<file path="config.mk">
export PLATFORM = sky130hd
export DESIGN_NAME = fpa_operand_stage
export DESIGN_NICKNAME = d
export VERILOG_FILES = /design/src/rtl/fpa_operand_stage.sv
export SDC_FILE = /design/constraint.sdc
export NUM_CORES = 1
export LEC_CHECK = 0
export CORE_ASPECT_RATIO = 0.6
export CORE_MARGIN = 2
export CORE_UTILIZATION = 40
export CTS_CLUSTER_DIAMETER = 30
export DETAILED_ROUTE_END_ITERATION = 12
export GPL_TIMING_DRIVEN = 0
export MAX_ROUTING_LAYER = met4
export PLACE_DENSITY = 0.66
export SKIP_CTS_REPAIR_TIMING = 1
export SYNTH_ARGS = -nofsm -noshare
export SYNTH_HDL_FRONTEND = slang
export SYNTH_SLANG_ARGS = --single-unit
</file>
<file path="constraint.sdc">
create_clock -name clk -period 5.9 [get_ports clk]
set_input_delay 0.885 -clock clk [delete_from_list [all_inputs] [get_ports clk]]
set_output_delay 0.885 -clock clk [all_outputs]
set_load 0.01 [all_outputs]
</file>
<file path="src/rtl/fpa_operand_stage.sv">
// Operand front-end for the single-precision FP adder: classifies specials, flushes subnormals,
// and buffers pairs in a main+skid slot pair. Optional counters under FPA_OPSTAGE_PERF_EN.
module fpa_operand_stage #(
  parameter logic [31:0] QNAN   = 32'h7FC0_0000,
  parameter int          PERF_W = 16
) (
  input  logic        clk,
  input  logic        reset,
  input  logic        flush,
  input  logic        in_valid,
  output logic        in_ready,
  input  logic [31:0] in_a,
  input  logic [31:0] in_b,
  output logic        out_valid,
  input  logic        out_ready,
  output logic [31:0] out_a,
  output logic [31:0] out_b,
  output logic        out_bypass,
  output logic [31:0] out_bypass_val,
  output logic [3:0]  out_flags
`ifdef FPA_OPSTAGE_PERF_EN
  ,
  output logic [PERF_W-1:0] perf_ops,
  output logic [PERF_W-1:0] perf_byp
`endif
);

  localparam logic [31:0] PINF   = 32'h7F80_0000;
  localparam int          SLOT_W = 32 + 32 + 1 + 32 + 4;

  // Slot layout: {a, b, bypass, bypass_val, flags}
  localparam int FLG_LSB = 0;
  localparam int VAL_LSB = 4;
  localparam int BYP_BIT = 36;
  localparam int B_LSB   = 37;
  localparam int A_LSB   = 69;

  function automatic logic [31:0] ftz(input logic [31:0] x);
    return (x[30:23] == 8'h00) ? {x[31], 31'h0} : x;
  endfunction

  logic              a_emax, a_emin, a_fnz, b_emax, b_emin, b_fnz;
  logic              a_nan, a_inf, a_sub, b_nan, b_inf, b_sub;
  logic              any_nan, any_inf, a_zero, b_zero;
  logic [31:0]       a_ftz, b_ftz;
  logic              byp;
  logic [31:0]       byp_val;
  logic [3:0]        flags;
  logic [SLOT_W-1:0] in_slot;

  assign a_emax = &in_a[30:23];
  assign a_emin = ~|in_a[30:23];
  assign a_fnz  = |in_a[22:0];
  assign b_emax = &in_b[30:23];
  assign b_emin = ~|in_b[30:23];
  assign b_fnz  = |in_b[22:0];

  assign a_nan  = a_emax & a_fnz;
  assign a_inf  = a_emax & ~a_fnz;
  assign a_sub  = a_emin & a_fnz;
  assign b_nan  = b_emax & b_fnz;
  assign b_inf  = b_emax & ~b_fnz;
  assign b_sub  = b_emin & b_fnz;

  // A subnormal becomes zero after FTZ, so a zero exponent alone means zero.
  assign a_zero  = a_emin;
  assign b_zero  = b_emin;
  assign any_nan = a_nan | b_nan;
  assign any_inf = a_inf | b_inf;
  assign a_ftz   = ftz(in_a);
  assign b_ftz   = ftz(in_b);

  always_comb begin
    byp     = 1'b1;
    byp_val = 32'h0;
    casez ({any_nan, any_inf, a_zero & b_zero, a_zero, b_zero})
      5'b1????: byp_val = QNAN;
      5'b01???: byp_val = PINF;
      5'b001??: byp_val = 32'h0;
      5'b0001?: byp_val = {1'b0, b_ftz[30:0]};
      5'b00001: byp_val = {1'b0, a_ftz[30:0]};
      default: begin
        byp     = 1'b0;
        byp_val = 32'h0;
      end
    endcase
  end

  assign flags   = {any_nan, any_inf & ~any_nan, a_zero | b_zero, a_sub | b_sub};
  assign in_slot = {a_ftz, b_ftz, byp, byp_val, flags};

  // ---- slot registers: main drives the adder, skid absorbs one pair under stall ----
  logic              main_vld_q, main_vld_d, skid_vld_q, skid_vld_d;
  logic [SLOT_W-1:0] main_q, main_d, skid_q, skid_d;
  logic              accept, issue;

  assign in_ready = ~skid_vld_q;
  assign accept   = in_valid & in_ready;
  assign issue    = main_vld_q & out_ready;

  always_comb begin
    main_vld_d = main_vld_q;
    skid_vld_d = skid_vld_q;
    main_d     = main_q;
    skid_d     = skid_q;
    if (flush) begin
      main_vld_d = 1'b0;
      skid_vld_d = 1'b0;
    end else if (!main_vld_q || out_ready) begin
      if (skid_vld_q) begin
        main_vld_d = 1'b1;
        main_d     = skid_q;
        skid_vld_d = 1'b0;
      end else begin
        main_vld_d = accept;
        if (accept) main_d = in_slot;
      end
    end else if (accept) begin
      skid_vld_d = 1'b1;
      skid_d     = in_slot;
    end
  end

  always_ff @(posedge clk or posedge reset) begin
    if (reset) begin
      main_vld_q <= 1'b0;
      skid_vld_q <= 1'b0;
      main_q     <= '0;
      skid_q     <= '0;
    end else begin
      main_vld_q <= main_vld_d;
      skid_vld_q <= skid_vld_d;
      main_q     <= main_d;
      skid_q     <= skid_d;
    end
  end

  assign out_valid      = main_vld_q;
  assign out_a          = main_q[A_LSB +: 32];
  assign out_b          = main_q[B_LSB +: 32];
  assign out_bypass     = main_q[BYP_BIT];
  assign out_bypass_val = main_q[VAL_LSB +: 32];
  assign out_flags      = main_q[FLG_LSB +: 4];

`ifdef FPA_OPSTAGE_PERF_EN
  function automatic logic [PERF_W-1:0] sat_inc(input logic [PERF_W-1:0] v);
    return (&v) ? v : v + PERF_W'(1);
  endfunction

  // ---- performance counters: survive flush, cleared only by reset ----
  logic [PERF_W-1:0] perf_ops_q, perf_byp_q;

  always_ff @(posedge clk or posedge reset) begin
    if (reset) begin
      perf_ops_q <= '0;
      perf_byp_q <= '0;
    end else begin
      if (issue) perf_ops_q <= sat_inc(perf_ops_q);
      if (issue && out_bypass) perf_byp_q <= sat_inc(perf_byp_q);
    end
  end

  assign perf_ops = perf_ops_q;
  assign perf_byp = perf_byp_q;
`else
  if (PERF_W < 1) begin : g_perf_w_check
  end
  logic unused_issue;
  assign unused_issue = issue;
`endif

endmodule

</file>
==> results.tsv <==
stage	metric	value	unit
floorplanning	design.portCount	172	
setup_path	r2r_end	main_q[50]	
grt	grt-ovfl-total	0	
timing	worst_clock_skew	0.00952	ns
yosys	yosysWarnings	0	
routing	dr_total_vias	8872	
cts	cts_buffers	35	
floorplanning	die_h	122	um
timing	timing_max_transition_violations_final	0	
yosys	synth_adder_area_share	0	%
setup_path	worstSetupPathType	input pin to flop	
timing	finalCriticalPeriod	3.43	ns
pwr	power.density	351	nW/um^2
yosys	synth_mux_area_share	4.35	%
run	timing.max_cap.violations	0	
status	outcome	finished, final reports clean	
final_layout	layout-drive-gt1-share	9.30	%
routing	drc_errors	0	
final_layout	fill_cells	2075	
timing	period_utilization_post_route	58.1	%
routing	drt.antenna.violating_nets	0	
placement	detailedPlace.worstSlack	2.08	ns
placement	place.gp.congestion	0.910	
timing	finalHoldWorstSlack	0.472	ns
setup_path	series_of_cell_instances_along_the_critical_path	clkdlybuf4s50_1, or4_1, clkbuf_1, a211oi_2, buf_2, nand2_1, a211o_1, a21oi_2	
timing	layout_setup_ws	2.47	ns
grt	grt_pass1_wl	50100	um
routing	first_pass_iteration_count_of_the_detailed_router	5	
timing	clock.fmax	292	MHz
timing	setup_repair_after_global_routing_missed_its_margin	no	
final_layout	area_delta_synth_final	36.7	%
yosys	async_flop_share	100	%
setup_path	endpoint_kind	flop	
floorplanning	placement_rows	43	
placement	post_dp_cell_area	11500	sq um
cts	tritoncts_num_sinks	202	
grt	grt_pass1_vias	8525	
yosys	syn_avg_cell_area	9.23	sq um
yosys	yosys.area_share.simple	14.0	%
timing	setup_viol	0	
timing	max-slew-margin-rel	23.4	%
floorplanning	die_width	201	um
grt	gr-usage-all-layers	27.3	%
cts	cts_tree	yes	
timing	final.setup.tns	0	ns
pwr	vdd.ir_drop.worst	0.193	mV
setup_path	worst_r2r_src	skid_vld_q	
yosys	postSynthNetCount	1080	
setup_path	worst_setup_path_endpoint	main_q[5]	
routing	post_drt_via_cell_ratio	5.68	
min_path	hold_path.class	flop to flop	
yosys	synth_enable_flop_cells	0	
floorplanning	fp.coreArea	23000	sq um
placement	portBuffers	170	
yosys	yosysSeqAreaShare	54.2	%
yosys	synth_top_family_by_area	compound AO/OA/AOI/OAI gates	
timing	finalHoldViolCount	0	
yosys	compound_cell_area_share_of_the_yosys_netlist	23.7	%
yosys	synth.top_cells.by_area	sky130_fd_sc_hd__dfrtp_1 54%, sky130_fd_sc_hd__o21ai_0 9.2%, sky130_fd_sc_hd__nand2_1 7.7%	
yosys	yosys.area.top_type_share	54.2	%
floorplanning	dieArea	24600	sq um
final_layout	seqCellArea	5050	sq um
routing	dr.first_iter.drc_count	934	
yosys	syn_std_cell_area	9330	sq um
yosys	synth_top_flop_cell	sky130_fd_sc_hd__dfrtp_1	
setup_path	worst_reg_to_reg_path_cell_count	8	
final_layout	layout.cells.most_common_list	202 x sky130_fd_sc_hd__dfrtp_1, 191 x sky130_fd_sc_hd__nand2_1, 171 x sky130_fd_sc_hd__o21ai_0, 170 x sky130_fd_sc_hd__clkdlybuf4s50_1, 84 x sky130_fd_sc_hd__nor2_1	
final_layout	fin_area	12800	sq um
pwr	power.total	4.48	mW
setup_path	crit_path_max_fanout	10	
routing	postRouteWirelength	32600	um
final_layout	mostFrequentLayoutCell	sky130_fd_sc_hd__dfrtp_1	
final_layout	multi_input_comb_area	3930	sq um
setup_path	cp_data_arrival_time	3.86	ns
timing	timing_worst_slew_pin_value	1.14	ns
yosys	synth.distinct_cells	40	
setup_path	worst_path_max_delay_cell	sky130_fd_sc_hd__clkdlybuf4s50_1	
setup_path	biggest_cell_delay_along_the_critical_path	0.63	ns
cts	clock_tree.root_cell	sky130_fd_sc_hd__clkbuf_16	
setup_path	critical_path_startpoint	in_b[27]	
yosys	synth_seq_cells	202	
final_layout	antennaDiodeCount	0	
placement	dpl.hpwl	23400	um
cts	h-tree-depth	2	
grt	antenna_found_initial	0	
yosys	synth_top_area_cell	sky130_fd_sc_hd__dfrtp_1	
cts	clockBufferDepth	3	
routing	drt-wirelength-per-cell	20.8	um
grt	pin_count_of_the_biggest_net_entering_global_routing	42	
cts	clock_latency	0.50	ns
setup_path	cp-start-kind	input pin	
setup_path	setup.reg_to_reg.worst_slack	2.98	ns
yosys	gate_count_after_technology_mapping	1011	
setup_path	worstPathRequired	6.33	ns
cts	clkTransAtPathRegs	0.05	ns
floorplanning	initial_utilization	40.6	%
pwr	power.leakage	5.46	nW
final_layout	nNetsFinal	1292	
yosys	synth_xor_area_share	0	%
==> cells by family (layout without fill, tap and decap cells) <==
| logic type | Yosys count | count (layout) |
|---|---|---|
| buf+inv | 86 | 322 |
| simple gates | 319 | 319 |
| flops | 202 | 202 |
| compound gates | 365 | 365 |
| mux | 38 | 38 |
| other cells | 1 | 1 |
==> layout make-up <==
type	instances	area share (%)
clock buffer	45	7.97
buffer	84	2.65
timing repair buffer	175	14.1
inverter	2	0.0883
tap	315	3.09
sequential	202	39.6
multi-input combinational	723	30.8
clock inverter	16	1.64
==> worst min path at each step <==
stage / to / cells after the start / startpoint
detailed placement: main_q[32] / 2 / main_q[32]
global placement: skid_q[27] / 2 / skid_q[27]
floorplan: skid_q[27] / 2 / skid_q[27]
CTS: skid_q[27] / 2 / skid_q[27]
global route: skid_q[11] / 1 / skid_q[11]
finish: main_q[90] / 2 / main_q[90]
==> cells in the mapped netlist, types with 2 or more instances <==
| master | instances |
|---|---|
| sky130_fd_sc_hd__a211oi_1 | 22 |
| sky130_fd_sc_hd__dfrtp_1 | 202 |
| sky130_fd_sc_hd__buf_6 | 2 |
| sky130_fd_sc_hd__a22o_1 | 10 |
| sky130_fd_sc_hd__mux2_2 | 20 |
| sky130_fd_sc_hd__o221ai_1 | 2 |
| sky130_fd_sc_hd__a211o_1 | 22 |
| sky130_fd_sc_hd__o211ai_1 | 2 |
| sky130_fd_sc_hd__nand4_1 | 6 |
| sky130_fd_sc_hd__or2_2 | 2 |
| sky130_fd_sc_hd__o311ai_0 | 8 |
| sky130_fd_sc_hd__inv_1 | 2 |
| sky130_fd_sc_hd__nor3_1 | 5 |
| sky130_fd_sc_hd__nand2_1 | 191 |
| sky130_fd_sc_hd__buf_1 | 5 |
| sky130_fd_sc_hd__buf_2 | 2 |
| sky130_fd_sc_hd__nor4_1 | 14 |
| sky130_fd_sc_hd__o21ai_0 | 171 |
| sky130_fd_sc_hd__nor2_1 | 84 |
| sky130_fd_sc_hd__a21oi_1 | 76 |
| sky130_fd_sc_hd__or4_1 | 4 |
| sky130_fd_sc_hd__nand3_1 | 2 |
| sky130_fd_sc_hd__a21oi_2 | 20 |
| sky130_fd_sc_hd__clkbuf_1 | 73 |
| sky130_fd_sc_hd__o21a_1 | 2 |
| sky130_fd_sc_hd__a211oi_2 | 2 |
| sky130_fd_sc_hd__a21o_1 | 22 |
| sky130_fd_sc_hd__mux2i_1 | 18 |
| sky130_fd_sc_hd__nand2b_1 | 9 |
==> critical path: cells and delay by family <==
kind                   cells  cell delay, ns
buffers and inverters      3            1.22
and+or+nand+nor            2            0.69
AOI/OAI and AO/OA          3            1.06
==> per-stage QoR <==
stage	std cells	util (%)
after global routing	1562	55.5
after detailed placement	1501	50.2
after global placement	1496	49.7
final	1562	55.5
after floorplan	1011	-
after CTS	1562	55.5
==> state kept, by name, indices dropped and copies added (netlist names) <==
name	count
skid_q	100
skid_vld_q	1
out_valid	1
main_q	100
==> per-layer routing <==
metal / track usage (%) / wire (um) / vias to the layer above
met1: 40.2 / 15100 / 4371
met5: - / 0 / -
met2: 37.8 / 13600 / 451
met3: 6.61 / 3280 / 63
li1: - / - / 3987
met4: 6.67 / 553 / 0
==> where the power goes <==
group / switching (mW) / leakage [nW] / internal (mW)
clock network: 0.716 / 0.592 / 1.39
registers: 0.115 / 2.58 / 1.59
logic: 0.338 / 2.28 / 0.328
No activity file was read; power rests on OpenSTA's default activity.
